### src/rtl/imm_gen_pkg.sv
// Shared opcode, funct3 and format definitions for the immediate generator.
package imm_gen_pkg;

    localparam logic [6:0] OPC_LOAD    = 7'b0000011;
    localparam logic [6:0] OPC_OPIMM   = 7'b0010011;
    localparam logic [6:0] OPC_STORE   = 7'b0100011;
    localparam logic [6:0] OPC_BRANCH  = 7'b1100011;
    localparam logic [6:0] OPC_LUI     = 7'b0110111;
    localparam logic [6:0] OPC_AUIPC   = 7'b0010111;
    localparam logic [6:0] OPC_JAL     = 7'b1101111;
    localparam logic [6:0] OPC_JALR    = 7'b1100111;
    localparam logic [6:0] OPC_OP      = 7'b0110011;
    localparam logic [6:0] OPC_SYSTEM  = 7'b1110011;
    localparam logic [6:0] OPC_FENCE   = 7'b0001111;
    localparam logic [6:0] OPC_OPIMM32 = 7'b0011011;
    localparam logic [6:0] OPC_OP32    = 7'b0111011;

    localparam logic [2:0] F3_SLL = 3'b001;
    localparam logic [2:0] F3_SRX = 3'b101;

    typedef enum logic [2:0] {
        FMT_R    = 3'd0,
        FMT_I    = 3'd1,
        FMT_S    = 3'd2,
        FMT_B    = 3'd3,
        FMT_U    = 3'd4,
        FMT_J    = 3'd5,
        FMT_NONE = 3'd7
    } fmt_e;

    // Shift-immediate forms carry a shift amount instead of a signed immediate.
    function automatic logic is_shift_imm(input logic [31:0] instr);
        return ((instr[6:0] == OPC_OPIMM) || (instr[6:0] == OPC_OPIMM32)) &&
               ((instr[14:12] == F3_SLL) || (instr[14:12] == F3_SRX));
    endfunction

endpackage

### src/rtl/imm_gen_pipe_decode.sv
// Combinational RV32I/RV64I format classifier and immediate extractor.
// Optional macro IMM_ILLEGAL_EN adds the illegal_o flag.
module imm_decode
    import imm_gen_pkg::*;
#(
    parameter int unsigned XLEN = 32
) (
    input  logic [31:0]     instr_i,
    output fmt_e            fmt_o,
    output logic [XLEN-1:0] imm_o
`ifdef IMM_ILLEGAL_EN
    ,
    output logic            illegal_o
`endif
);

    logic [6:0]  opc;
    logic [31:0] imm32;

    assign opc = instr_i[6:0];

    // Classify by opcode and assemble the low 32 immediate bits.
    always_comb begin
        fmt_o = FMT_NONE;
        imm32 = '0;
        if (instr_i[1:0] == 2'b11) begin
            case (opc)
                OPC_LOAD, OPC_JALR, OPC_FENCE, OPC_SYSTEM: begin
                    fmt_o = FMT_I;
                    imm32 = {{20{instr_i[31]}}, instr_i[31:20]};
                end
                OPC_OPIMM, OPC_OPIMM32: begin
                    fmt_o = FMT_I;
                    if (is_shift_imm(instr_i)) begin
                        if ((XLEN == 64) && (opc == OPC_OPIMM)) begin
                            imm32 = {26'b0, instr_i[25:20]};
                        end else begin
                            imm32 = {27'b0, instr_i[24:20]};
                        end
                    end else begin
                        imm32 = {{20{instr_i[31]}}, instr_i[31:20]};
                    end
                end
                OPC_STORE: begin
                    fmt_o = FMT_S;
                    imm32 = {{20{instr_i[31]}}, instr_i[31:25], instr_i[11:7]};
                end
                OPC_BRANCH: begin
                    fmt_o = FMT_B;
                    imm32 = {{19{instr_i[31]}}, instr_i[31], instr_i[7],
                             instr_i[30:25], instr_i[11:8], 1'b0};
                end
                OPC_LUI, OPC_AUIPC: begin
                    fmt_o = FMT_U;
                    imm32 = {instr_i[31:12], 12'b0};
                end
                OPC_JAL: begin
                    fmt_o = FMT_J;
                    imm32 = {{11{instr_i[31]}}, instr_i[31], instr_i[19:12],
                             instr_i[20], instr_i[30:21], 1'b0};
                end
                OPC_OP, OPC_OP32: begin
                    fmt_o = FMT_R;
                end
                default: begin
                    fmt_o = FMT_NONE;
                end
            endcase
        end
    end

    // Widen to XLEN: bit 31 is the sign for signed forms and already 0 for
    // zero-extended shift amounts, so one replication covers both.
    always_comb begin
        imm_o       = {XLEN{imm32[31]}};
        imm_o[31:0] = imm32;
    end

`ifdef IMM_ILLEGAL_EN
    // Flag unknown encodings and RV64-only encodings on a 32-bit datapath.
    always_comb begin
        illegal_o = (fmt_o == FMT_NONE);
        if (XLEN == 32) begin
            if ((opc == OPC_OPIMM32) || (opc == OPC_OP32)) begin
                illegal_o = 1'b1;
            end
            if (is_shift_imm(instr_i) && instr_i[25]) begin
                illegal_o = 1'b1;
            end
        end
    end
`endif

endmodule

### src/rtl/imm_gen_pipe.sv
// Pipelined immediate generator: decode at push, DEPTH-entry in-order FIFO,
// valid/ready on both sides, synchronous flush.
// Optional macro IMM_ILLEGAL_EN adds the per-entry out_illegal output.
module imm_gen_pipe
    import imm_gen_pkg::*;
#(
    parameter int unsigned XLEN  = 32,
    parameter int unsigned DEPTH = 2
) (
    input  logic            clk,
    input  logic            rst_n,
    input  logic            flush,
    input  logic            in_valid,
    output logic            in_ready,
    input  logic [31:0]     in_instr,
    output logic            out_valid,
    input  logic            out_ready,
    output logic [XLEN-1:0] out_imm,
    output logic [2:0]      out_fmt,
    output logic [31:0]     out_instr
`ifdef IMM_ILLEGAL_EN
    ,
    output logic            out_illegal
`endif
);

    localparam int unsigned PW = $clog2(DEPTH);
    localparam int unsigned CW = $clog2(DEPTH + 1);

    fmt_e            dec_fmt;
    logic [XLEN-1:0] dec_imm;
`ifdef IMM_ILLEGAL_EN
    logic            dec_illegal;
`endif

    imm_decode #(
        .XLEN(XLEN)
    ) u_decode (
        .instr_i  (in_instr),
        .fmt_o    (dec_fmt),
        .imm_o    (dec_imm)
`ifdef IMM_ILLEGAL_EN
        ,
        .illegal_o(dec_illegal)
`endif
    );

    logic            rdy_q;
    logic [CW-1:0]   cnt_q, cnt_d;
    logic [PW-1:0]   wr_q, wr_d;
    logic [PW-1:0]   rd_q, rd_d;
    logic            push, pop;

    logic [XLEN-1:0] imm_q   [DEPTH];
    logic [2:0]      fmt_q   [DEPTH];
    logic [31:0]     instr_q [DEPTH];
`ifdef IMM_ILLEGAL_EN
    logic            ill_q   [DEPTH];
`endif

    assign out_valid = (cnt_q != '0);
    assign in_ready  = rdy_q && (cnt_q < CW'(DEPTH));
    assign push      = in_valid && in_ready;
    assign pop       = out_valid && out_ready;

    // Pointer and occupancy update; flush clears everything and drops a push.
    always_comb begin
        cnt_d = cnt_q;
        wr_d  = wr_q;
        rd_d  = rd_q;
        if (flush) begin
            cnt_d = '0;
            wr_d  = '0;
            rd_d  = '0;
        end else begin
            if (push) begin
                wr_d = wr_q + PW'(1);
            end
            if (pop) begin
                rd_d = rd_q + PW'(1);
            end
            cnt_d = cnt_q + CW'(push) - CW'(pop);
        end
    end

    // Control state; rdy_q holds in_ready low until the first clock after reset.
    always_ff @(posedge clk or negedge rst_n) begin
        if (!rst_n) begin
            rdy_q <= 1'b0;
            cnt_q <= '0;
            wr_q  <= '0;
            rd_q  <= '0;
        end else begin
            rdy_q <= 1'b1;
            cnt_q <= cnt_d;
            wr_q  <= wr_d;
            rd_q  <= rd_d;
        end
    end

    // Entry storage; contents are only observable while counted as valid.
    always_ff @(posedge clk) begin
        if (push && !flush) begin
            imm_q[wr_q]   <= dec_imm;
            fmt_q[wr_q]   <= dec_fmt;
            instr_q[wr_q] <= in_instr;
`ifdef IMM_ILLEGAL_EN
            ill_q[wr_q]   <= dec_illegal;
`endif
        end
    end

    // Head outputs read as zero when the FIFO is empty.
    always_comb begin
        out_imm   = '0;
        out_fmt   = '0;
        out_instr = '0;
`ifdef IMM_ILLEGAL_EN
        out_illegal = 1'b0;
`endif
        if (out_valid) begin
            out_imm   = imm_q[rd_q];
            out_fmt   = fmt_q[rd_q];
            out_instr = instr_q[rd_q];
`ifdef IMM_ILLEGAL_EN
            out_illegal = ill_q[rd_q];
`endif
        end
    end

endmodule
### config.mk
export PLATFORM = sky130hd
export DESIGN_NAME = imm_gen_pipe
export DESIGN_NICKNAME = d
export VERILOG_FILES = /design/src/rtl/imm_gen_pkg.sv /design/src/rtl/imm_gen_pipe_decode.sv /design/src/rtl/imm_gen_pipe.sv
export SDC_FILE = /design/constraint.sdc
export NUM_CORES = 1
export LEC_CHECK = 0
export BUFFER_PORTS_ARGS = -buffer_cell sky130_fd_sc_hd__buf_2
export CORE_MARGIN = 1.5
export CORE_UTILIZATION = 54
export DETAILED_ROUTE_END_ITERATION = 10
export GPL_TIMING_DRIVEN = 0
export HOLD_SLACK_MARGIN = 0.1
export PLACE_DENSITY_LB_ADDON = 0.1
export SLEW_MARGIN = 20
export SYNTH_ARGS = -nofsm -noshare
export SYNTH_HDL_FRONTEND = slang
export SYNTH_SLANG_ARGS = --single-unit
### constraint.sdc
create_clock -name clk -period 12.8 [get_ports clk]
set_input_delay 0.64 -clock clk [delete_from_list [all_inputs] [get_ports clk]]
set_output_delay 0.64 -clock clk [all_outputs]
set_load 0.01 [all_outputs]
## Yosys cells after proc, flatten, opt, wreduce, memory -nomap -nowiden

Memory sizes are Yosys's and may differ from the RTL's.
Cells that the tools add are included.

- Add/subtract/negate cells: 4
- $lt $le $gt $ge: 1
- Eq/ne operators: 16
- Mux-type cells: 15
- Reductions and logical operators: 16

Operator list:

| kind | number |
|---|---|
| $pmux W32 S6 | 1 |
| $mux W32 | 4 |
| $eq A7 B6 Y1 const B | 4 |
| $eq A7 B7 Y1 const B | 4 |
| $eq A7 B5 Y1 const B | 3 |
| $pmux W3 S6 | 1 |
| $eq A7 B2 Y1 const B | 1 |
| $eq A7 B4 Y1 const B | 1 |
| $mux W1 | 6 |
| $mux W3 | 2 |
| $reduce_bool A2 Y1 | 3 |
| $reduce_or A2 Y1 | 3 |
| $reduce_or A6 Y1 | 1 |
| $logic_and A1 B1 Y1 | 5 |
| $reduce_or A4 Y1 | 1 |
| $eq A3 B1 Y1 const B | 1 |
| $eq A3 B3 Y1 const B | 1 |
| $add A1 B1 Y1 const B | 2 |
| $add A2 B1 Y2 | 1 |
| $eq A2 B2 Y1 const B | 1 |
| $logic_or A1 B1 Y1 | 2 |
| $lt A2 B2 Y1 const B | 1 |
| $mux W2 | 1 |
| $sub A2 B1 Y2 | 1 |
| $logic_not A1 Y1 | 1 |

- Register bits: 5
- RAM bits: 134
- Bits of input ports: 37
- Output and inout port bits: 69
- Memories: 3

Memories:

| memory | words | width | rd ports | clocked after Yosys merged registers in | write ports | line | source |
|---|---|---|---|---|---|---|---|
| imm_q | 2 | 32 | 1 | 0 | 1 | imm_gen_pipe.sv:54 | `logic [XLEN-1:0] imm_q [DEPTH];` |
| instr_q | 2 | 32 | 1 | 0 | 1 | imm_gen_pipe.sv:56 | `logic [31:0] instr_q [DEPTH];` |
| fmt_q | 2 | 3 | 1 | 0 | 1 | imm_gen_pipe.sv:55 | `logic [2:0] fmt_q [DEPTH];` |

## Depth between registers and ports, before layout

Gate-level depths: netlist of the first run.

- Depth in word-level cells: 6
- Mapped depth: 9
- Depth with buffers taken out: 9

## By module

Synthesis of the first run repeated with hierarchy kept, for this count alone.

- Cells, all modules: 427
- Area, all modules: 6112.1 um^2

By module, submodules not included:

| module | instances | cells each | area an instance (um^2) |
|---|---|---|---|
| imm_gen_pipe | 1 | 308 | 5347.6 |
| imm_decode | 1 | 119 | 764.5 |

## Worst setup path after synthesis of the first run

OpenSTA, ideal clock, no wires.

- Kind: register -> register
- From: reg cnt_q[1]
- To: mem fmt_q[1][0] (enable)
- Library setup time: 588 ps
- Data arrival time: 5728 ps
- Slack: 6483 ps
- Cell stages (with the launch flop): 4
- Buffers on the path: 0
- Cell sequence: dfrtp_1 > nor2b_1 > nand2_1 > nor3b_1

- Longest elaborated chain between the ends: 6

RTL lines:

| item | line | source |
|---|---|---|
| from (decl) | imm_gen_pipe.sv:49 | `logic [CW-1:0] cnt_q, cnt_d;` |
| from (signal assigned) | imm_gen_pipe.sv:95 | `cnt_q <= cnt_d;` |
| $lt A2 B2 Y1 | imm_gen_pipe.sv:62 | `assign in_ready = rdy_q && (cnt_q < CW'(DEPTH));` |
| $logic_and A1 B1 Y1 | imm_gen_pipe.sv:62 |  |
| via in_ready | imm_gen_pipe.sv:14 | `output logic in_ready,` |
| $logic_and A1 B1 Y1 | imm_gen_pipe.sv:63 | `assign push = in_valid && in_ready;` |
| $logic_and A1 B1 Y1 | imm_gen_pipe.sv:103 | `if (push && !flush) begin` |
| $mux W1 | imm_gen_pipe.sv:103 |  |
| $mux W1 (not written as such) | imm_gen_pipe.sv:105 | `fmt_q[wr_q] <= dec_fmt;` |
| to (decl) | imm_gen_pipe.sv:55 |  |

The timed path passes the listed nets, and every way through them passes these cells.

## Final worst setup path of the first run

- From: reg cnt_q[1]
- To: out out_imm[30]

- Longest elaborated chain between the ends: 2

RTL lines:

| item | line | source |
|---|---|---|
| $reduce_bool A2 Y1 | imm_gen_pipe.sv:61 | `assign out_valid = (cnt_q != '0);` |
| $mux W32 | imm_gen_pipe.sv:121 | `if (out_valid) begin` |
| to (decl) | imm_gen_pipe.sv:18 | `output logic [XLEN-1:0] out_imm,` |

Every way passes these cells.

==> results of run 1 <==
[cells by family after synthesis]
| family | count (synthesis) | synth area share [%] |
|---|---|---|
| AO/OA/AOI/OAI | 43 | 6.153 |
| XOR/XNOR | 6 | 0.8672 |
| adder cells (fa/ha/maj) | 2 | 0.4129 |
| buffers and inverters | 29 | 2.313 |
| flip-flops | 139 | 68.47 |
| multiplexers | 68 | 11.23 |
| other | 1 | 0.06189 |
| AND/OR/NAND/NOR | 141 | 10.49 |
[final timing paths]
path | start | endpoint | slack, ns
setup / recovery | cnt_q[1] | out_imm[30] | 9.64
hold / removal | in_instr[18] | instr_q[0][18] | 0.33
setup reg to reg | cnt_q[1] | instr_q[1][1] | 10.56
hold reg to reg | wr_q | wr_q | 0.58
max in group asynchronous | rst_n | wr_q | 12.20
min in group asynchronous | rst_n | cnt_q[1] | 0.47
[state kept, by name (all words and copies together) (netlist names)]
register and flops:
instr_q 64, rd_q 1, fmt_q 6, wr_q 1
cnt_q 2, imm_q 64, rdy_q 1
[synthesized netlist by cell type (all sizes together) (3+ instances only)]
cell and number:
nor2b 4, o21ai 6, clkbuf 8, inv 4
nor3 6, and2 3, a21boi 7, nand3b 3
nand2 29, nand3 11, dfrtp 5, mux2i 68
a21oi 15, a32o 5, nor2 74, buf 17
xnor2 4, edfxtp 134, nand4 3
[layer usage]
layer / track usage [%] / share of wire (%)
met4: 9.305 / 1.8
met3: 5.798 / 6.1
met2: 37.81 / 50
met1: 31.17 / 42
met5: 0 / 0
[power groups by stage]
stage	Sequential [mW]	Clock, mW	Combinational, mW
5_1_grt	0.526	0.534	0.423
2_1_floorplan	0.536	0	0.232
6_report	0.525	0.506	0.386
3_5_place_dp	0.534	0	0.388
3_3_place_gp	0.538	0	0.380
4_1_cts	0.525	0.513	0.391
[stage by stage]
stage / worst slack, ns / area [um2]
floorplan: 6.483 / 6060
global placement: 3.591 / 6760
detailed placement: 10.15 / 6913
CTS: 9.581 / 7540
global route: 9.429 / 7540
finish: 9.636 / 7540
[cell type report]
| cell class | count | area share [%] |
|---|---|---|
| sequential | 139 | 55.03 |
| inverter | 4 | 0.1991 |
| clock inverter | 14 | 2.688 |
| clock buffer | 17 | 5.493 |
| timing repair buffer | 122 | 8.994 |
| tap | 140 | 2.323 |
| buffer | 25 | 1.659 |
| multi-input combinational | 261 | 23.61 |
[repair_timing]
action                                 CTS  global route
hold buffers                             1             0
endpoints found under the hold margin    5             0
gates resized for setup                  0             0
==> impl_results.md, run 1 <==
- Via count: 4018
- Setup CP Type: register to output pin
- Clock Path Buffers: 2
- Peak supply drop: ~110 uV
- Boundary pin count: 106
- Clk_skew: between 0.01 and 0.015 ns
- # DRC: 0
- Sequential cell area: 4149 um2
- Ant. Diodes: 0
- Postcts setup bufs: 0
- Cell Chain, Critical Path: nor2_1, clkbuf_1, clkbuf_1, nor2_1, buf_2
- WP data arrival: 2.52 ns
- First-pass GRT wire length: between 20000 and 25000 um
- Initial DRC count: 191
- Setup violators final: 0
- Max Cap Viol: 0
- TritonCTS Buffers: 17
- Share of the synthesized area in the top cell type: approximately two thirds
- Mapped Area: 6060 um2
- Final GP Congestion: 0.8603
- Mapped Nets: 468
- Fin Hold WS: between 0.3 and 0.4 ns
- P_int: approximately 1.0 mW
- Synth unique cells: 45
- Setup TNS: 0 ns
- Switch Pwr: ~0.42 mW
- Die Area: roughly 12000 um2
- Placed cells: between 600 and 700
- Fin cells: 722
- CTS tree: built
- Fmax: 316.0 MHz
- Total power: between 1 and 1.5 mW
- Starting Density: a little under three fifths
- Hold Crit Class: primary input to register
- Die Y: ~110 um
- Slew margin rel.: about half
- Reg2reg path depth: 6
- Clock Tree Root: clkbuf_8
- Slowest CP cell: clkbuf_1
- Cell accounting for the most synthesized area: edfxtp_1
- Drt total wl: 13040 um
- Area of the multi-input gates: around 1800 um2
- Commonest non-fill, non-tap cells in the layout: 134 x edfxtp_1, 118 x buf_2, 74 x nor2_1
- CTS H-tree depth: 4
- Sequential cell area fraction in the yosys report: between 60% and 70%
- ANT nets after route: 0
- Crit-path max FO: 10
- TritonRoute pass-1 iters: 5
- Status: finished clean
- Drt wl/cell: about 18 um
- Layout cells sized above 1: about a third
- GRT Total Usage: between 20% and 30%
- Lkg Pwr: about 2.8 nW
- Final net count: between 600 and 700
- Syn avg cell area: approximately 14 um2
- Worst path max stage delay: about 0.5 ns
- Largest net degree at the start of global routing: 17
- Mapped Cells: about 430
- Commonest non-fill, non-tap cell in the layout: edfxtp_1
- Die width: approximately 110 um
- Tcrit/Tclk final: 24.72%
- Yosys warnings: 0
- Gr ovfl total: 0
- Rows: 38
- Comb pwr share: 27.2%
- CP Buf/Inv Count: 3
- Post-layout min period: about 3.2 ns
- WP depth: 5
- Max Transition Viols Final: 0
- Post-synth top flop: edfxtp_1
- EDFF count, synth: about 130
- Net Sw Frac: 29.57%
- Critical Path RT: roughly 12 ns
- Cell family with most CP delay: buffers and inverters
- Actual slew at the worst max-slew pin: approximately 0.73 ns
- Hpwl dp: between 9000 and 10000 um
- Clock Sinks: around 140
- Port Buffer Count: 105
- FILL cells: 803
- Ranking of synthesized cells by area: edfxtp_1 66%, mux2i_1 11%, nor2_1 4.6%
- Yosys reg bits: between 100 and 150
- Worst Hold Depth: 1
- Setup crit start kind: register
- Hold violation count in the final report: 0
- Ys async rst share: 3.597%
- Clock-pin slew on the worst setup and hold paths: 0.06 ns
- Unrepaired setup endpoints after global routing: no
- Worst skew pair latency: 0.52 ns
- Routed vias/inst: about 5.6
- Core box area: about 11000 um2
- CP endpoint kind: output pin
- Sequential share of power: 37.1%
- Clock power frac: 35.7%
- Area Growth Syn to Fin: 24.43%
- Pwr dens: 187.8 nW/um2
- Vias in the first global route: between 3k and 4k
- Antenna violations before repair: 0
- Post-layout util: 69.25%
Power figures use the tool's default switching activity.
==> run 2, diff against run 1 <==
Clock period 12.8 ns to 3.1 ns, I/O delays scaled along.
==> run 2 against run 1 <==
Final area grew 4.3%; critical path depth unchanged; first-iteration DRC count rose by 42%; worst setup slack lost 9.2 ns; sequential share of layout area is 2.3 points lower; largest cell class unchanged; power grew to 4.1 times the previous value; flip-flop and latch count is the same; combinational power grew to 4.3 times the previous value; die area unchanged.
==> impl_results.md, run 2 (synthesis results as in run 1) <==
- Status: finished clean
- Actual slew at the worst max-slew pin: 0.7015 ns (-0.02999 ns)
- Commonest non-fill, non-tap cells in the layout: 134 x edfxtp_1, 118 x buf_2, 74 x nor2_1
- CP Buf/Inv Count: 3 (unchanged)
- Hold violation count in the final report: 0 (unchanged)
- Fmax: about 370 MHz
- Total power: 5.744 mW (+310%)
- Rows: 38 (unchanged)
- Unrepaired setup endpoints after global routing: no
- Critical Path RT: 2.94 ns (-9.22 ns)
- Die Y: 108.9 um (unchanged)
- Gr ovfl total: 0 (unchanged)
- Fin cells: 752 (+4.2%)
- Vias in the first global route: 3928 (-0.66%)
- Placed cells: 684 (-0.87%)
- Cts repair resizes: 0 (unchanged)
- TritonRoute pass-1 iters: 5 (unchanged)
- First-pass GRT wire length: 20260 um (about the same)
- ANT nets after route: 0 (unchanged)
- Peak supply drop: 419.8 uV (+270%)
- Slew margin rel.: 53.24% (+2.0 points)
- Routed vias/inst: 5.489 (-1.4%)
- CTS H-tree depth: 4 (unchanged)
- Largest net degree at the start of global routing: 17 (unchanged)
- Area Growth Syn to Fin: 29.80%
- CP endpoint kind: output pin
- Ant. Diodes: 0 (unchanged)
- Initial DRC count: 272 (+42%)
- Via count: 4128 (+2.7%)
- Final GP Congestion: 0.8304 (-3.5%)
- Commonest non-fill, non-tap cell in the layout: edfxtp_1
- Clock Tree Root: clkbuf_8
- Die width: 108.9 um (unchanged)
- Pwr dens: 730.3 nW/um2 (+290%)
- Slowest CP cell: clkbuf_1
- Clock-pin slew on the worst setup and hold paths: 0.05 ns (about the same)
- Setup crit start kind: register
- TritonCTS Buffers: 17 (unchanged)
- Post-route cell area: 7865 um2 (+4.3%)
- Layout cells sized above 1: 29.58% (-2.4 points)
- Cell family with most CP delay: buffers and inverters
- Worst skew pair latency: 0.51 ns (about the same)
- Lkg Pwr: 2.965 nW (+4.1%)
- Max Cap Viol: 0 (unchanged)
- Cell Chain, Critical Path: nor2_1, clkbuf_1, buf_1, nor2_1, buf_2
- Clock Sinks: 139 (unchanged)
- Core box area: 10890 um2 (unchanged)
- GRT Total Usage: 23.63% (about the same)
- Final net count: 638 (+4.8%)
- Hpwl dp: 9041 um (-1.7%)
- Drt wl/cell: 17.76 um (-1.7%)
- Fin Hold WS: 0.1851 ns (-0.1408 ns)
- Die Area: 11870 um2 (unchanged)
- Antenna violations before repair: 0 (unchanged)
- Clock Path Buffers: 2 (unchanged)
- Worst path max stage delay: 0.53 ns (+0.03 ns)
- Top flop regs: imm_q x64, instr_q x64, fmt_q x6
- Boundary pin count: 106 (unchanged)
- Post-layout min period: ~2.7 ns
- Setup CP Type: register to output pin
- Drt total wl: 13360 um (+2.4%)
- # DRC: 0 (unchanged)
- Post-layout util: 72.24% (+3.0 points)
- Hold Crit Class: primary input to register
- Crit-path max FO: 10 (unchanged)
- Port Buffer Count: 105 (unchanged)
- Starting Density: 55.65% (unchanged)
- Tcrit/Tclk final: 87.15%
- CTS tree: built
- Clk_skew: 0.006824 ns (-0.003555 ns)
- Max Transition Viols Final: 0 (unchanged)
- FILL cells: 744 (-7.3%)
- Setup violators final: 0 (unchanged)
- Post-DP Area: 6934 um2 (+0.31%)
- Most numerous cell on the critical path: nor2_1
- WP data arrival: 2.55 ns (+0.03 ns)
-- run 2: per-layer routing --
metal | wire length (um) | vias to the layer above | global-route usage, % | part of all wire, %
met1 | 5769 | 2035 | 30.91 | 43
met4 | 96 | 0 | 7.425 | 0.72
met2 | 6740 | 147 | 39.15 | 50
met3 | 750 | 14 | 5.619 | 5.6
met5 | 0 | - | 0 | 0
li1 | - | 1932 | - | -
-- run 2: cell type report --
cell class / count / area (um2) / area share [%]
Buffer: 25 / 125.1 / 1.591
Clock buffer: 17 / 414.1 / 5.266
Clock inverter: 15 / 156.4 / 1.989
Inverter: 4 / 15.01 / 0.1909
Multi-Input combinational cell: 261 / 1793 / 22.80
Sequential cell: 139 / 4149 / 52.75
Tap cell: 140 / 175.2 / 2.227
Timing Repair Buffer: 151 / 1037 / 13.19
-- run 2: power by group --
| group | internal (mW) | switching (mW) | total, mW |
|---|---|---|---|
| Clock | 1.21 | 0.721 | 1.93 |
| Combinational | 0.645 | 1.00 | 1.65 |
| Sequential | 2.14 | 0.0263 | 2.17 |
| Total | 3.99 | 1.75 | 5.74 |
-- run 2: stage by stage --
| step | setup TNS (ns) | worst slack [ns] |
|---|---|---|
| 2_1_floorplan | 0 | 0.03270 |
| 3_3_place_gp | -92.96 | -0.8084 |
| 3_5_place_dp | 0 | 0.8834 |
| 4_1_cts | 0 | 0.3182 |
| 5_1_grt | 0 | 0.2068 |
| 6_report | 0 | 0.3982 |
-- run 2: path summary, 6_finish.rpt --
path,startpoint,endpoint,slack [ns],depth (start not counted)
worst max-delay path,cnt_q[1],out_imm[3],0.40,5
min in group asynchronous,rst_n,cnt_q[1],0.56,3
worst min-delay path,in_valid,wr_q,0.19,4
max in group asynchronous,rst_n,cnt_q[0],2.35,3
worst max register to register,cnt_q[1],imm_q[1][6],0.91,6
worst min register to register,cnt_q[1],cnt_q[1],0.59,2
-- run 2: timing repair --
item	CTS	global route
hold endpoints to repair	133	0
setup buffers	0	0
hold buffers	36	0
-- run 2: worst reg2reg max path: cells and delay by family, from the launching register on --
kind	cells	cell delay [ns]
AND/OR/NAND/NOR	3	0.86
buffers and inverters	3	0.63
flip-flops	1	0.40
